--- config.mk ---
export PLATFORM = sky130hd
export DESIGN_NAME = sample_iterator
export DESIGN_NICKNAME = d
export VERILOG_FILES = /design/src/rtl/sample_iterator.sv
export SDC_FILE = /design/constraint.sdc
export NUM_CORES = 1
export LEC_CHECK = 0
export CORE_AREA = 5 5 284 286
export DETAILED_ROUTE_END_ITERATION = 8
export DIE_AREA = 0 0 289 291
export PLACE_DENSITY_LB_ADDON = 0.2
export SLEW_MARGIN = 20
export SYNTH_ARGS = -nofsm -noshare
export SYNTH_HDL_FRONTEND = slang
export SYNTH_SLANG_ARGS = --single-unit
--- constraint.sdc ---
create_clock -name clk -period 12.9 [get_ports clk]
set_input_delay 2.58 -clock clk [delete_from_list [all_inputs] [get_ports clk]]
set_output_delay 2.58 -clock clk [all_outputs]
set_load 0.005 [all_outputs]
--- src/rtl/sample_iterator.sv ---
// Raster sample iterator: walks a pixel-snapped bounding box at the MSAA step, one sample per cycle.
// Optional SAMPLE_ITER_STATS_EN adds a saturating per-sample counter output (sampCount_R14U).
module sample_iterator #(
  parameter int SIGFIG = 24,
  parameter int RADIX  = 10,
  parameter int VERTS  = 3,
  parameter int AXIS   = 3,
  parameter int COLORS = 3
) (
  input  logic                                            clk,
  input  logic                                            rst,
  input  logic signed [VERTS-1:0][AXIS-1:0][SIGFIG-1:0]   tri_R13S,
  input  logic        [COLORS-1:0][SIGFIG-1:0]            color_R13U,
  input  logic signed [1:0][1:0][SIGFIG-1:0]              box_R13S,
  input  logic                                            validTri_R13H,
  input  logic        [3:0]                               subSample_RnnnnU,
  output logic                                            halt_RnnnnL,
  output logic signed [VERTS-1:0][AXIS-1:0][SIGFIG-1:0]   tri_R14S,
  output logic        [COLORS-1:0][SIGFIG-1:0]            color_R14U,
  output logic signed [1:0][SIGFIG-1:0]                   sample_R14S,
  output logic                                            validSamp_R14H
`ifdef SAMPLE_ITER_STATS_EN
  ,
  output logic        [31:0]                              sampCount_R14U
`endif
);

  localparam logic [0:0] WAIT = 1'b0;
  localparam logic [0:0] TEST = 1'b1;

  logic [0:0]                                    r_state;
  logic signed [VERTS-1:0][AXIS-1:0][SIGFIG-1:0] r_tri;
  logic        [COLORS-1:0][SIGFIG-1:0]          r_color;
  logic signed [1:0][SIGFIG-1:0]                 r_sample;
  logic signed [SIGFIG-1:0]                      r_llx;
  logic signed [SIGFIG-1:0]                      r_urx;
  logic signed [SIGFIG-1:0]                      r_ury;
  logic        [SIGFIG-1:0]                      r_step;
  logic                                          r_valid;
  logic                                          r_halt;

  logic signed [SIGFIG:0] w_x_ext;
  logic signed [SIGFIG:0] w_y_ext;
  logic signed [SIGFIG:0] w_urx_ext;
  logic signed [SIGFIG:0] w_ury_ext;
  logic signed [SIGFIG:0] w_step_ext;
  logic signed [SIGFIG:0] w_nx;
  logic signed [SIGFIG:0] w_ny;
  logic                   w_x_done;
  logic                   w_y_done;

  // Non-one-hot modes fall back to one sample per pixel.
  function automatic logic [SIGFIG-1:0] step_for(input logic [3:0] sub);
    logic [SIGFIG-1:0] one;
    one = SIGFIG'(1) << RADIX;
    case (sub)
      4'b1000: step_for = one;
      4'b0100: step_for = one >> 1;
      4'b0010: step_for = one >> 2;
      4'b0001: step_for = one >> 3;
      default: step_for = one;
    endcase
  endfunction

  // One guard bit keeps x+step from wrapping near the positive coordinate limit.
  assign w_x_ext    = $signed({r_sample[0][SIGFIG-1], r_sample[0]});
  assign w_y_ext    = $signed({r_sample[1][SIGFIG-1], r_sample[1]});
  assign w_urx_ext  = $signed({r_urx[SIGFIG-1], r_urx});
  assign w_ury_ext  = $signed({r_ury[SIGFIG-1], r_ury});
  assign w_step_ext = $signed({1'b0, r_step});
  assign w_nx       = w_x_ext + w_step_ext;
  assign w_ny       = w_y_ext + w_step_ext;
  assign w_x_done   = (w_nx > w_urx_ext);
  assign w_y_done   = (w_ny > w_ury_ext);

  always_ff @(posedge clk or negedge rst) begin
    if (!rst) begin
      r_state  <= WAIT;
      r_tri    <= '0;
      r_color  <= '0;
      r_sample <= '0;
      r_llx    <= '0;
      r_urx    <= '0;
      r_ury    <= '0;
      r_step   <= '0;
      r_valid  <= 1'b0;
      r_halt   <= 1'b1;
    end else begin
      case (r_state)
        WAIT: begin
          if (validTri_R13H) begin
            r_tri       <= tri_R13S;
            r_color     <= color_R13U;
            r_llx       <= box_R13S[0][0];
            r_urx       <= box_R13S[1][0];
            r_ury       <= box_R13S[1][1];
            r_sample[0] <= box_R13S[0][0];
            r_sample[1] <= box_R13S[0][1];
            r_step      <= step_for(subSample_RnnnnU);
            r_valid     <= 1'b1;
            r_halt      <= 1'b0;
            r_state     <= TEST;
          end
        end
        TEST: begin
          if (w_x_done) begin
            if (w_y_done) begin
              r_valid <= 1'b0;
              r_halt  <= 1'b1;
              r_state <= WAIT;
            end else begin
              r_sample[0] <= r_llx;
              r_sample[1] <= w_ny[SIGFIG-1:0];
            end
          end else begin
            r_sample[0] <= w_nx[SIGFIG-1:0];
          end
        end
        default: begin
          r_valid <= 1'b0;
          r_halt  <= 1'b1;
          r_state <= WAIT;
        end
      endcase
    end
  end

  assign halt_RnnnnL    = r_halt;
  assign tri_R14S       = r_tri;
  assign color_R14U     = r_color;
  assign sample_R14S    = r_sample;
  assign validSamp_R14H = r_valid;

`ifdef SAMPLE_ITER_STATS_EN
  logic [31:0] r_count;

  function automatic logic [31:0] sat_inc(input logic [31:0] v);
    sat_inc = (v == 32'hFFFF_FFFF) ? v : v + 32'd1;
  endfunction

  always_ff @(posedge clk or negedge rst) begin
    if (!rst) begin
      r_count <= '0;
    end else if (r_valid) begin
      r_count <= sat_inc(r_count);
    end
  end

  assign sampCount_R14U = r_count;
`endif

endmodule

==> impl_metrics.yaml <==
run_status:
  status: "complete, no violations"
setup_path:
  reg2reg_depth: 19
  r2r_slack_ns: 7.64
  path_cells: "ha_1 > fa_1 > a21o_1 > a21oi_1 > nor3b_1 > and3_1 > and3_1 > nor3b_2 > xor2_1 > ha_1 > nand4_1 > and4bb_4 > nand2_1 > o31ai_1 > o22ai_2 > nand3_2 > o21ai_2 > inv_2 > mux2_1"
  crit_arrival_ns: 5.72
  start_kind: "flop"
  crit_slowest_cell: "dfrtp_1"
  r2r_end: "sample_R14S[9]"
  cp_max_fo: 28
  cpPeakStageDelay_ns: 0.41
  worstSetupPathType: "reg -> reg"
  setup.worst_path.end_class: "flop"
  crit_required_ns: 13.37
  r2r_start: "r_step[7]"
routing:
  ant_nets: 0
  wirelength_mm: 72.6
  dr_total_vias: 16258
  wl_per_cell_um: 18.9
  viasPerCell: 4.23
  drt-pass1-iter-count: 5
  post-route-drc-count: 0
  first_iter_violations: 834
grt:
  grt_pass1_wl_mm: 108
  grt_max_degree: 227
  grt-ovfl-total: 0
  grt_usage_pct: 16.5
  antenna_found_initial: 22
  grt_pass1_vias: 16817
cts:
  cts_hold_buf: 0
  post_cts_buffers: 0
  htreeDepth: 2
  clkSlewWorstSetupHoldPaths_ns: 0.06
  cts_buffers: 53
  post_cts_resized: 0
  clock_sinks: 415
  root_buffer: "clkbuf_16"
  cts_tree: "built"
  clk_latency_ns: 0.59
  clk_path_buf_depth: 3
timing:
  hold_viol: 0
  tightest_slew_ns: 1.21
  setup_tns_ns: 0
  rsz0062_at_grt: "no"
  setup_viol: 0
  drv_slew: 0
  fmax_mhz: 190
  fin_hold_ws_ns: 0.467
  setup_slack_ns: 7.64
  finalCritPeriodShare_pct: 40.8
  period_needed_ns: 5.26
  slew_headroom_pct: 19.4
  skew_ns: 0.0185
die:
  die_w_um: 289
  dieArea_um2: 84100
  ios: 729
  rows: 103
  core_um2: 78100
  floorplan.initialDensity_pct: 23.2
  die-height_um: 291
worst_hold_path:
  min_to: "r_llx[21]"
  holdPathStages: 2
  min_from: "r_llx[21]"
  hp-class: "reg -> reg"
finish:
  drive_gt1_share_pct: 5.11
  post-route-util_pct: 36.2
  regArea_um2: 10400
  nets: 3191
  nFillCells: 7946
  final_cells: 3843
  areaGrowthSynthToFinish_pct: 56.4
  design_area_um2: 28300
  multiInputGateArea_um2: 7060
power:
  powerDensity_nw_per_um2: 250
  p_leak_nw: 13.3
  ir_drop_mv: 0.124
  total_power_mw: 7.08
synthesis:
  synth_area_um2: 18100
  synth_area_leaders: "dfrtp_1 57%, nand2_1 22%, ha_1 4.0%"
  ys_ff_latch: 415
  synth.avg_cell_area_um2: 8.86
  synth_cell_types: 70
  synth_fp_nets: 2493
  ys_seq_area_share_pct: 57.4
  yosysTopAreaCell: "dfrtp_1"
  synth_top_area_share_pct: 57.3
  ys.flop_type: "dfrtp_1"
  synth_commonest_cells: "1,044 x nand2_1, 414 x dfrtp_1, 80 x clkbuf_1"
  synth_edf_count: 0
  ys_warn_count: 0
  synthCells: 2042
  async_flop_share_pct: 100
  yosysMostFrequentCell: "nand2_1"
place:
  dp.cells: 3734
  placed_cell_area_um2: 26400
  dp_worst_setup_slack_ns: 7.20
  dp_hpwl_mm: 54.4
  numPortBuffers: 728
  gp_congestion: 0.849
run:
  drv_cap: 0
-- critical path, delay by kind of cell (launching register included) --
family          cells  cell delay [ns]
simple gates        8             1.66
fa+ha+maj           3             0.98
xor+xnor            1             0.14
mux                 1             0.37
buf+inv             1             0.37
flops               1             0.41
compound gates      5             1.18
-- worst max path at each step --
stage | startpoint | endpoint | slack, ns | cells past startpoint
after floorplan | sample_R14S[31] | sample_R14S[42] | 8.36 | 20
after global placement | validTri_R13H | color_R14U[53] | 7.27 | 6
after detailed placement | validTri_R13H | color_R14U[53] | 7.20 | 6
after CTS | r_step[7] | sample_R14S[9] | 7.62 | 19
after global routing | r_step[7] | sample_R14S[9] | 7.26 | 19
final | r_step[7] | sample_R14S[9] | 7.64 | 19
-- per-layer routing --
metal  wire length [µm]  vias to the layer above  global-route usage (%)
met5                 47                        -                       0
met4               2290                        6                    5.62
met3               4970                      118                    4.62
met2              36800                      438                    28.5
met1              28500                     7817                    19.8
li1                   -                     7879                       -
-- final cells by class --
cell class	count	share of cell area, %
Clock inverter	18	0.778
Sequential cell	415	36.7
Multi-Input combinational cell	1463	25.0
Inverter	63	0.836
Timing Repair Buffer	744	26.4
Clock buffer	77	5.51
Tap cell	1050	4.64
Antenna cell	13	0.115
-- cell usage in the layout (no fill, tap or decap), types with 17 or more instances in the layout --
cell,n
nand2_1,1043
clkdlybuf4s50_1,727
dfrtp_1,414
o21ai_0,67
inv_1,62
ha_1,58
clkbuf_16,55
nor2_1,52
a21oi_1,23
xor2_1,19
nand3_1,17
-- cell families (layout without fill, tap and decap cells) --
kind of cell | Yosys count | after routing | synth area share (%)
other cells | 0 | 13 | 0
compound gates | 184 | 184 | 7.00
simple gates | 1178 | 1178 | 25.6
flops | 415 | 415 | 57.4
fa+ha+maj | 60 | 60 | 4.23
xor+xnor | 30 | 30 | 1.45
mux | 11 | 11 | 0.671
buf+inv | 164 | 902 | 3.60
-- flip-flops by register name (all words and copies together) (netlist names) --
name	flops
r_state	1
halt_RnnnnL	1
r_step	4
tri_R14S	216
r_urx	24
color_R14U	72
validSamp_R14H	1
sample_R14S	48
r_ury	24
r_llx	24
-- power breakdown --
part           internal, mW  total (mW)  switching [mW]  leakage, nW
Combinational          1.63        3.24            1.60         7.29
Clock                 0.917        1.51           0.598        0.872
Sequential             1.93        2.33           0.395         5.10
(Power assumes the default switching activity.)
==> edit, RTL diff (same flow settings) <==
Set the parameter `SIGFIG` to 12 (it was 24).
--- a/src/rtl/sample_iterator.sv
+++ b/src/rtl/sample_iterator.sv
@@ -1,7 +1,7 @@
 // Raster sample iterator: walks a pixel-snapped bounding box at the MSAA step, one sample per cycle.
 // Optional SAMPLE_ITER_STATS_EN adds a saturating per-sample counter output (sampCount_R14U).
 module sample_iterator #(
-  parameter int SIGFIG = 24,
+  parameter int SIGFIG = 12,
   parameter int RADIX  = 10,
   parameter int VERTS  = 3,
   parameter int AXIS   = 3,
Interface: changed (6 resized); port bits go from 729 to 369. No check against the original RTL was run, so the function may have changed too.
==> edit against the unedited design <==
Sequential cell count fell by 204; synthesized cell count fell by 50%; global-route usage fell by 8.1 points; setup slack improved by 0.64 ns; area after synthesis fell by 49%; total power fell by 48%; critical endpoint is now sample_R14S[22]; final area fell by 47%; routed wire length fell by 49%.
==> edit: results (changes against the unedited design) <==
----------------------------------------------------
[Power]
  Switching share of power ... 36.82% (+0.18 points)
  Power of the sequential group ... 1.18 mW (-49%)
  Max rail drop VDD ... 0.00009315 V (-25%)
  Areal power density over the cells ... 245.9 mW/mm² (-1.7%)
  Static Leak ... 6.819 nW (-49%)
  Share of total power in the clock network ... 21.2% (-0.2 points)

[Setup path]
  Crit path to ... sample_R14S[22]
  Crit-path max FO ... 16 (-43%)
  Flop-to-flop setup slack ... 8.28 ns (+0.64 ns)
  Number of cells on the worst reg-to-reg path ... 13 (-6)
  Slowest cell on crit path ... a222oi_1

[Logic synthesis]
  Seq/Total Area, Yosys ... 57.01% (-0.42 points)
  Mux contribution to synthesized area ... 1.850% (+1.2 points)
  Adder-cell share of the synthesized area ... 5.024% (+0.79 points)
  Share of the synthesized netlist area taken by xor and xnor gates ... 0.5673% (-0.89 points)
  Number of instances in the synthesized netlist ... 1,030 (-50%)
  Commonest cells post-synth ... nand2_1, dfrtp_1, clkbuf_1
  Compound-gate portion of the synthesized area ... 6.753% (-0.25 points)

[Min path]
  Worst hold path endpoint ... halt_RnnnnL
  Worst hold path startpoint ... halt_RnnnnL

[Layout]
  Number of flip-flops in the largest register ... 108 (-50%)
  Fill count ... 8,725 (+9.8%)
  Final nets ... 1,620 (-49%)
  Sequential standard cell area ... 0.005281 mm² (-49%)

[Global routing]
  Met1 GRT Util ... 10.32% (-9.5 points)
  Antenna violations before repair ... 5 (-77%)
  Global-route usage over all layers ... 8.443% (-8.1 points)
  Largest net degree at the start of global routing ... 203 (-11%)
  Met3 capacity usage during global routing ... 2.443% (-2.2 points)
  Vias in the first global route ... 8,445 (-50%)
  Global routing usage on met2 ... 14.38% (-14 points)

[Outcome]
  Run status ... complete, no violations

[Routing]
  Iter 0 DRT Violations ... 348 (-58%)
  Met1 wire length ... 15,410 µm (-46%)
  Routed length on met2 ... 17,910 µm (-51%)
  Number of iterations in the first detailed-routing pass ... 4 (-1)
  Ratio of routed vias to standard cells ... 3.295 (-22%)

[Place]
  Number of placed cells counting well taps ... 2,404 (-36%)
  Placer congestion estimate ... 0.7355 (-13%)
  Post-place instance area ... 0.01413 mm² (-47%)
  Worst Setup Slack post-DPL ... 7.824 ns (+0.6200 ns)

[Clock tree]
  TritonCTS buffer count ... 29 (-45%)

[Timing]
  Fmax achieved ... 0.2164 GHz (+14%)
  Smallest hold slack ... 0.4582 ns (-0.008273 ns)

----------------------------------------------------
edit: cell count changes after synthesis, sizes merged, moves of 30 or more:
cell,before,now
nor2,52,17
dfrtp,414,210
clkbuf,80,42
o21ai,69,35
nand2,1045,531
inv,63,33
edit: critical path, delay by kind of cell (launching register included):
family | cells | cell delay [ns]
compound gates | 5 | 1.87
xor+xnor | 1 | 0.11
flops | 1 | 0.43
simple gates | 3 | 0.81
mux | 1 | 0.32
fa+ha+maj | 3 | 0.93
edit: area by class of cell:
| cell class | instances | area share (%) |
|---|---|---|
| diodes | 2 | 0.03329 |
| inverters | 33 | 0.8238 |
| clock inverters | 5 | 0.3994 |
| clock buffers | 46 | 5.584 |
| flip-flops and latches | 211 | 35.13 |
| well taps | 1050 | 8.738 |
| repair buffers | 373 | 24.89 |
| multi-input cells | 737 | 24.41 |
